### src/rtl/countdown_timer_pkg.sv
// Shared types and limits for the countdown timer.
// State encoding and per-digit maxima live here.
package countdown_timer_pkg;

    typedef enum logic [1:0] {
        S_IDLE,
        S_RUN,
        S_PAUSE,
        S_DONE
    } state_t;

    localparam int CS_MAX   = 99;
    localparam int SEC_MAX  = 59;
    localparam int MIN_MAX  = 59;
    localparam int HOUR_MAX = 23;

    localparam int CS_W   = 7;
    localparam int SEC_W  = 6;
    localparam int MIN_W  = 6;
    localparam int HOUR_W = 5;

endpackage

### src/rtl/countdown_timer_down_counter.sv
// One digit of the countdown chain: wraps to MAX_VAL on borrow,
// clamps loaded values to MAX_VAL.
module down_counter #(
    parameter int BIT_WIDTH = 7,
    parameter int MAX_VAL   = 99
) (
    input  logic                 clk,
    input  logic                 rst,
    input  logic                 clr,
    input  logic                 ld,
    input  logic [BIT_WIDTH-1:0] ld_val,
    input  logic                 i_borrow_req,
    output logic [BIT_WIDTH-1:0] o_time,
    output logic                 o_borrow
);

    localparam logic [BIT_WIDTH-1:0] MAXV = BIT_WIDTH'(MAX_VAL);

    // A decrement at zero wraps and asks the next digit up for a borrow.
    assign o_borrow = i_borrow_req && (o_time == '0);

    // Digit register: clear beats load beats decrement.
    always_ff @(posedge clk or posedge rst) begin
        if (rst) begin
            o_time <= '0;
        end else if (clr) begin
            o_time <= '0;
        end else if (ld) begin
            o_time <= (ld_val > MAXV) ? MAXV : ld_val;
        end else if (i_borrow_req) begin
            o_time <= (o_time == '0) ? MAXV : o_time - 1'b1;
        end
    end

endmodule

### src/rtl/countdown_timer.sv
// Countdown timer: run/pause/done FSM, 100 Hz prescaler and
// a cs/sec/min/hour borrow chain built from down_counter digits.
module countdown_timer
    import countdown_timer_pkg::*;
#(
    parameter int FCOUNT = 1_000_000
) (
    input  logic        clk,
    input  logic        rst,
    input  logic        run_stop,
    input  logic        clear,
    input  logic        load,
    input  logic [4:0]  load_hour,
    input  logic [5:0]  load_min,
    input  logic [5:0]  load_sec,
    input  logic        option,
    output logic [6:0]  low_digit,
    output logic [5:0]  high_digit,
    output logic        running,
    output logic        done
);

    localparam int PW = (FCOUNT > 1) ? $clog2(FCOUNT) : 1;
    localparam logic [PW-1:0] P_LAST = PW'(FCOUNT - 1);

    state_t state, state_nxt;
    logic [PW-1:0] presc;
    logic tick;
    logic do_load;
    logic nonzero;
    logic is_last;

    logic [CS_W-1:0]   cs;
    logic [SEC_W-1:0]  sec;
    logic [MIN_W-1:0]  min;
    logic [HOUR_W-1:0] hour;
    logic cs_bor, sec_bor, min_bor, hr_bor;

    assign tick    = (state == S_RUN) && (presc == P_LAST);
    assign do_load = load && !clear && (state == S_IDLE);
    assign nonzero = |{cs, sec, min, hour};
    assign is_last = (cs == CS_W'(1)) && !(|{sec, min, hour});

    down_counter #(.BIT_WIDTH(CS_W), .MAX_VAL(CS_MAX)) u_cs (
        .clk(clk), .rst(rst), .clr(clear), .ld(do_load),
        .ld_val('0), .i_borrow_req(tick),
        .o_time(cs), .o_borrow(cs_bor)
    );

    down_counter #(.BIT_WIDTH(SEC_W), .MAX_VAL(SEC_MAX)) u_sec (
        .clk(clk), .rst(rst), .clr(clear), .ld(do_load),
        .ld_val(load_sec), .i_borrow_req(cs_bor),
        .o_time(sec), .o_borrow(sec_bor)
    );

    down_counter #(.BIT_WIDTH(MIN_W), .MAX_VAL(MIN_MAX)) u_min (
        .clk(clk), .rst(rst), .clr(clear), .ld(do_load),
        .ld_val(load_min), .i_borrow_req(sec_bor),
        .o_time(min), .o_borrow(min_bor)
    );

    down_counter #(.BIT_WIDTH(HOUR_W), .MAX_VAL(HOUR_MAX)) u_hour (
        .clk(clk), .rst(rst), .clr(clear), .ld(do_load),
        .ld_val(load_hour), .i_borrow_req(min_bor),
        .o_time(hour), .o_borrow(hr_bor)
    );

    // State register.
    always_ff @(posedge clk or posedge rst) begin
        if (rst) state <= S_IDLE;
        else     state <= state_nxt;
    end

    // Next state; a tick reaching zero wins over a same-cycle pause,
    // and an hour borrow (chain underflow) is treated as expiry.
    always_comb begin
        state_nxt = state;
        if (clear) begin
            state_nxt = S_IDLE;
        end else begin
            unique case (state)
                S_IDLE:  if (!load && run_stop && nonzero) state_nxt = S_RUN;
                S_RUN: begin
                    if (tick && (is_last || hr_bor)) state_nxt = S_DONE;
                    else if (run_stop)               state_nxt = S_PAUSE;
                end
                S_PAUSE: if (run_stop) state_nxt = S_RUN;
                S_DONE:  if (run_stop) state_nxt = S_IDLE;
                default: state_nxt = S_IDLE;
            endcase
        end
    end

    // Prescaler: counts in RUN, holds in PAUSE, zero otherwise.
    always_ff @(posedge clk or posedge rst) begin
        if (rst) begin
            presc <= '0;
        end else if (clear) begin
            presc <= '0;
        end else if (state == S_RUN) begin
            presc <= tick ? '0 : presc + 1'b1;
        end else if (state != S_PAUSE) begin
            presc <= '0;
        end
    end

    assign low_digit  = option ? {1'b0, min}  : cs;
    assign high_digit = option ? {1'b0, hour} : sec;
    assign running    = (state == S_RUN);
    assign done       = (state == S_DONE);

endmodule

### config.mk
export PLATFORM = sky130hd
export DESIGN_NAME = countdown_timer
export DESIGN_NICKNAME = d
export VERILOG_FILES = /design/src/rtl/countdown_timer_pkg.sv /design/src/rtl/countdown_timer_down_counter.sv /design/src/rtl/countdown_timer.sv
export SDC_FILE = /design/constraint.sdc
export NUM_CORES = 1
export LEC_CHECK = 0
export CAP_MARGIN = 20
export CORE_ASPECT_RATIO = 1.75
export CORE_MARGIN = 2
export CORE_UTILIZATION = 50
export CTS_CLUSTER_SIZE = 10
export DETAILED_ROUTE_END_ITERATION = 7
export MAX_ROUTING_LAYER = met4
export PLACE_DENSITY = 0.76
export SLEW_MARGIN = 0
export SYNTH_ARGS = -nofsm -noshare
export SYNTH_HDL_FRONTEND = slang
export SYNTH_SLANG_ARGS = --single-unit
### constraint.sdc
create_clock -name clk -period 2.5 [get_ports clk]
set_clock_uncertainty 0.2 [all_clocks]
set_input_delay 0.25 -clock clk [delete_from_list [all_inputs] [get_ports clk]]
set_output_delay 0.25 -clock clk [all_outputs]
set_load 0.05 [all_outputs]
==> results.txt <==
Post-layout min period -> 2437 ps
Vias -> 3224
Post-synth ARST share -> 100.0%
Crit share post-route -> 97.48%
Synth area leader -> dfrtp_1
Top Ports -> 38
Synth warn -> 0
Clk root buf -> clkbuf_8
Die Span Y -> 109.2 um
DP Wirelength -> 7349 um
Worst setup SP type -> flip-flop
Unrepaired setup endpoints after global routing -> false
Core footprint -> 6181 um^2
DR pass1 iterations -> 4
Clock Latency Late Sink -> 330 ps
Vias in the first global route -> 3272
Longest Clk Path Bufs -> 2
WS Path Type -> reg2reg
Reg-to-reg endpoint -> u_cs.o_time[4]$_DFFE_PP0P_
Starting Density -> 51.17%
DP Worst Slack -> 5.957 ps
Detailed Route WL -> 9769 um
Switching share of power -> 35.39%
Met3 usage -> 3.715%
Diodes inserted -> 0
Sw Pwr -> 868.9 uW
Upper clock frequency limit -> 410.3 MHz
# port buffers -> 37
Power density cells -> 590.2 nW/um^2
Final Hold Fails -> 0
Avg WL per Cell -> 18.57 um
M1 GR Usage -> 30.95%
Least-Margin Pin Slew -> 625.0 ps
Die area -> 7003 um^2
Initial antenna violation count -> 0
GP Congestion -> 0.9802
Die X -> 64.13 um
Clock network power share -> 28.4%
Drc violations -> 0
Nets -> 477
Crit path required time -> 2520 ps
Worst setup margin -> 62.88 ps
Number of vias per cell -> 6.129
CTS buffer count -> 5
GRT busiest layer -> met2
Met2 Usage GRT -> 55.21%
Comb power frac -> 35.2%
Crit-path max FO -> 5
Global Route Usage Sum -> 30.83%
Ys flop type -> dfrtp_1
Clock Sinks -> 46
Max_cap viols -> 0
Peak supply drop -> 0.5410 mV
Setup slack, reg-to-reg -> 60 ps
Pint -> 1586 uW
Final Slew Violations -> 0
Worst hold path class -> in2async
Initial DRC Count -> 313
EDFF count, synth -> 0
Worst r2r path cells -> 6
Layout fillers -> 516
Area Growth Syn to Fin -> 31.53%
P_leak -> 0.001755 uW
# setup viols final -> 0
Status -> finished, final reports clean
Reg2reg start -> presc[6]$_DFFE_PP0P_
Share of layout cells above drive strength 1 -> 22.20%
Yosys cell types -> 57
Final hold slack -> 195.0 ps
Syn avg cell area -> 8.526 um^2
Yosys top cell area share -> 36.39%
Syn nets -> 403
CTS H-tree lvls -> 2
Clock transition at path regs -> 100 ps
Setup TNS -> 0 ps
Yosys reg bits -> 46
Largest net degree at the start of global routing -> 47
Synth Instances -> 371
First-pass GRT wire length -> 16020 um
Mapped Area -> 3163 um^2
CTS tree -> done
GRT Residual Overflow -> 0
CP Capture Type -> flip-flop
Post-synthesis sequential area ratio -> 36.39%
Row count -> 38
Crit path DAT -> 2460 ps
Worst slew margin -> 58.33%
Seq pwr share -> 36.4%
Synth top area cells -> dfrtp_1 (36%), mux2_2 (4.6%), nand2_1 (3.7%)
DRT antenna net count -> 0
-- final cells by class --
type                       instances  area [um^2]  share of cell area, %
clock inverter                     3        68.82                  1.654
sequential                        46         1151                  27.67
inverter                          17        63.81                  1.534
clock buffer                       5        68.82                  1.654
tap                               80        100.1                  2.406
timing repair buffer              84        794.5                  19.10
multi-input combinational        291         1913                  45.98
-- synth_stat cells, types with 10 or more instances --
cell type,number
mux2_2,13
dfrtp_1,46
a21oi_1,21
nand2_1,31
nor3_1,19
nand3_1,19
nor2_1,28
a31oi_1,12
clkbuf_1,11
o21ai_0,18
a211oi_1,10
inv_1,17
-- flip-flops by register name (all words and copies together), names as in the netlist --
register       cells
presc             20
u_cs.o_time        7
u_min.o_time       6
state              2
u_hour.o_time      5
u_sec.o_time       6
-- kinds of logic (layout without fill, tap and decap cells) --
kind of cell / Yosys count / count (layout) / share of synthesized area (%)
adder cells (fa/ha/maj): 9 / 9 / 3.560
flip-flops: 46 / 46 / 36.39
XOR/XNOR: 4 / 4 / 1.108
AO/OA/AOI/OAI: 96 / 96 / 19.94
buffers and inverters: 34 / 109 / 4.391
multiplexers: 18 / 18 / 6.210
AND/OR/NAND/NOR: 164 / 164 / 28.40
-- power by group through the flow --
stage	sequential, uW	combinational [uW]	clock (uW)
final	894	863	698
after global routing	902	941	727
after CTS	889	857	705
after detailed placement	905	848	0
after global placement	903	834	0
after floorplan	879	528	0
-- how the worst max path moves through the flow --
stage	start	to	slack [ps]	cells past startpoint
final	presc[6]$_DFFE_PP0P_	u_cs.o_time[4]$_DFFE_PP0P_	60	6
after global routing	presc[6]$_DFFE_PP0P_	presc[7]$_DFFE_PP0P_	9	8
after CTS	presc[0]$_DFFE_PP0P_	presc[7]$_DFFE_PP0P_	-0.8	7
after detailed placement	presc[0]$_DFFE_PP0P_	presc[7]$_DFFE_PP0P_	6	7
after global placement	presc[0]$_DFFE_PP0P_	presc[7]$_DFFE_PP0P_	40	7
after floorplan	u_sec.o_time[2]$_DFFE_PP0P_	u_hour.o_time[4]$_DFFE_PP0P_	30	6
-- repair_timing --
action,4_1_cts,5_1_grt
setup endpoints to repair,1,19
setup buffers,0,2
gates resized for setup,0,6
cloned,0,0
hold buffers,0,0
pin swaps,0,4
-- layer usage --
metal	wire, um	share of wire [%]
met1	3504	36
met2	5321	54
met3	377	3.9
met4	565	5.8
met5	0	0
-- worst max-delay path: stages, from the launching register on --
cell and delay (ps):
dfrtp_1 390, or4_4 560, nor4_4 280, buf_4 190
nand3_1 110, or3_1 330, mux2_2 270
-- layout by cell type, fill, tap and decap left out, drive strengths merged, types with 3 or more instances in the layout --
cell and instances:
or3 7, dfrtp 46, or4 5, mux2 13
xnor2 3, nor3 20, o211ai 8, clkdlybuf4s50 24
a211oi 10, nand2b 9, nand4 7, o31ai 3
and2 4, nand3 19, mux2i 5, and3 9
nor4 9, a31oi 12, o21a 6, buf 60
ha 9, nand4b 3, nor2 28, inv 17
clkbuf 5, a21oi 21, nand2 31, o21ai 21
-- through the flow --
step / std cells / total power, uW / utilization [%] / area [um^2]
after floorplan: 371 / 1407 / - / 3168
after global placement: 516 / 1737 / 64.39 / 3980
after detailed placement: 516 / 1753 / 64.39 / 3980
after CTS: 524 / 2452 / 66.62 / 4118
after global routing: 526 / 2569 / 67.31 / 4160
final: 526 / 2455 / 67.31 / 4160
Note: power is estimated with default switching activity, not from simulation.
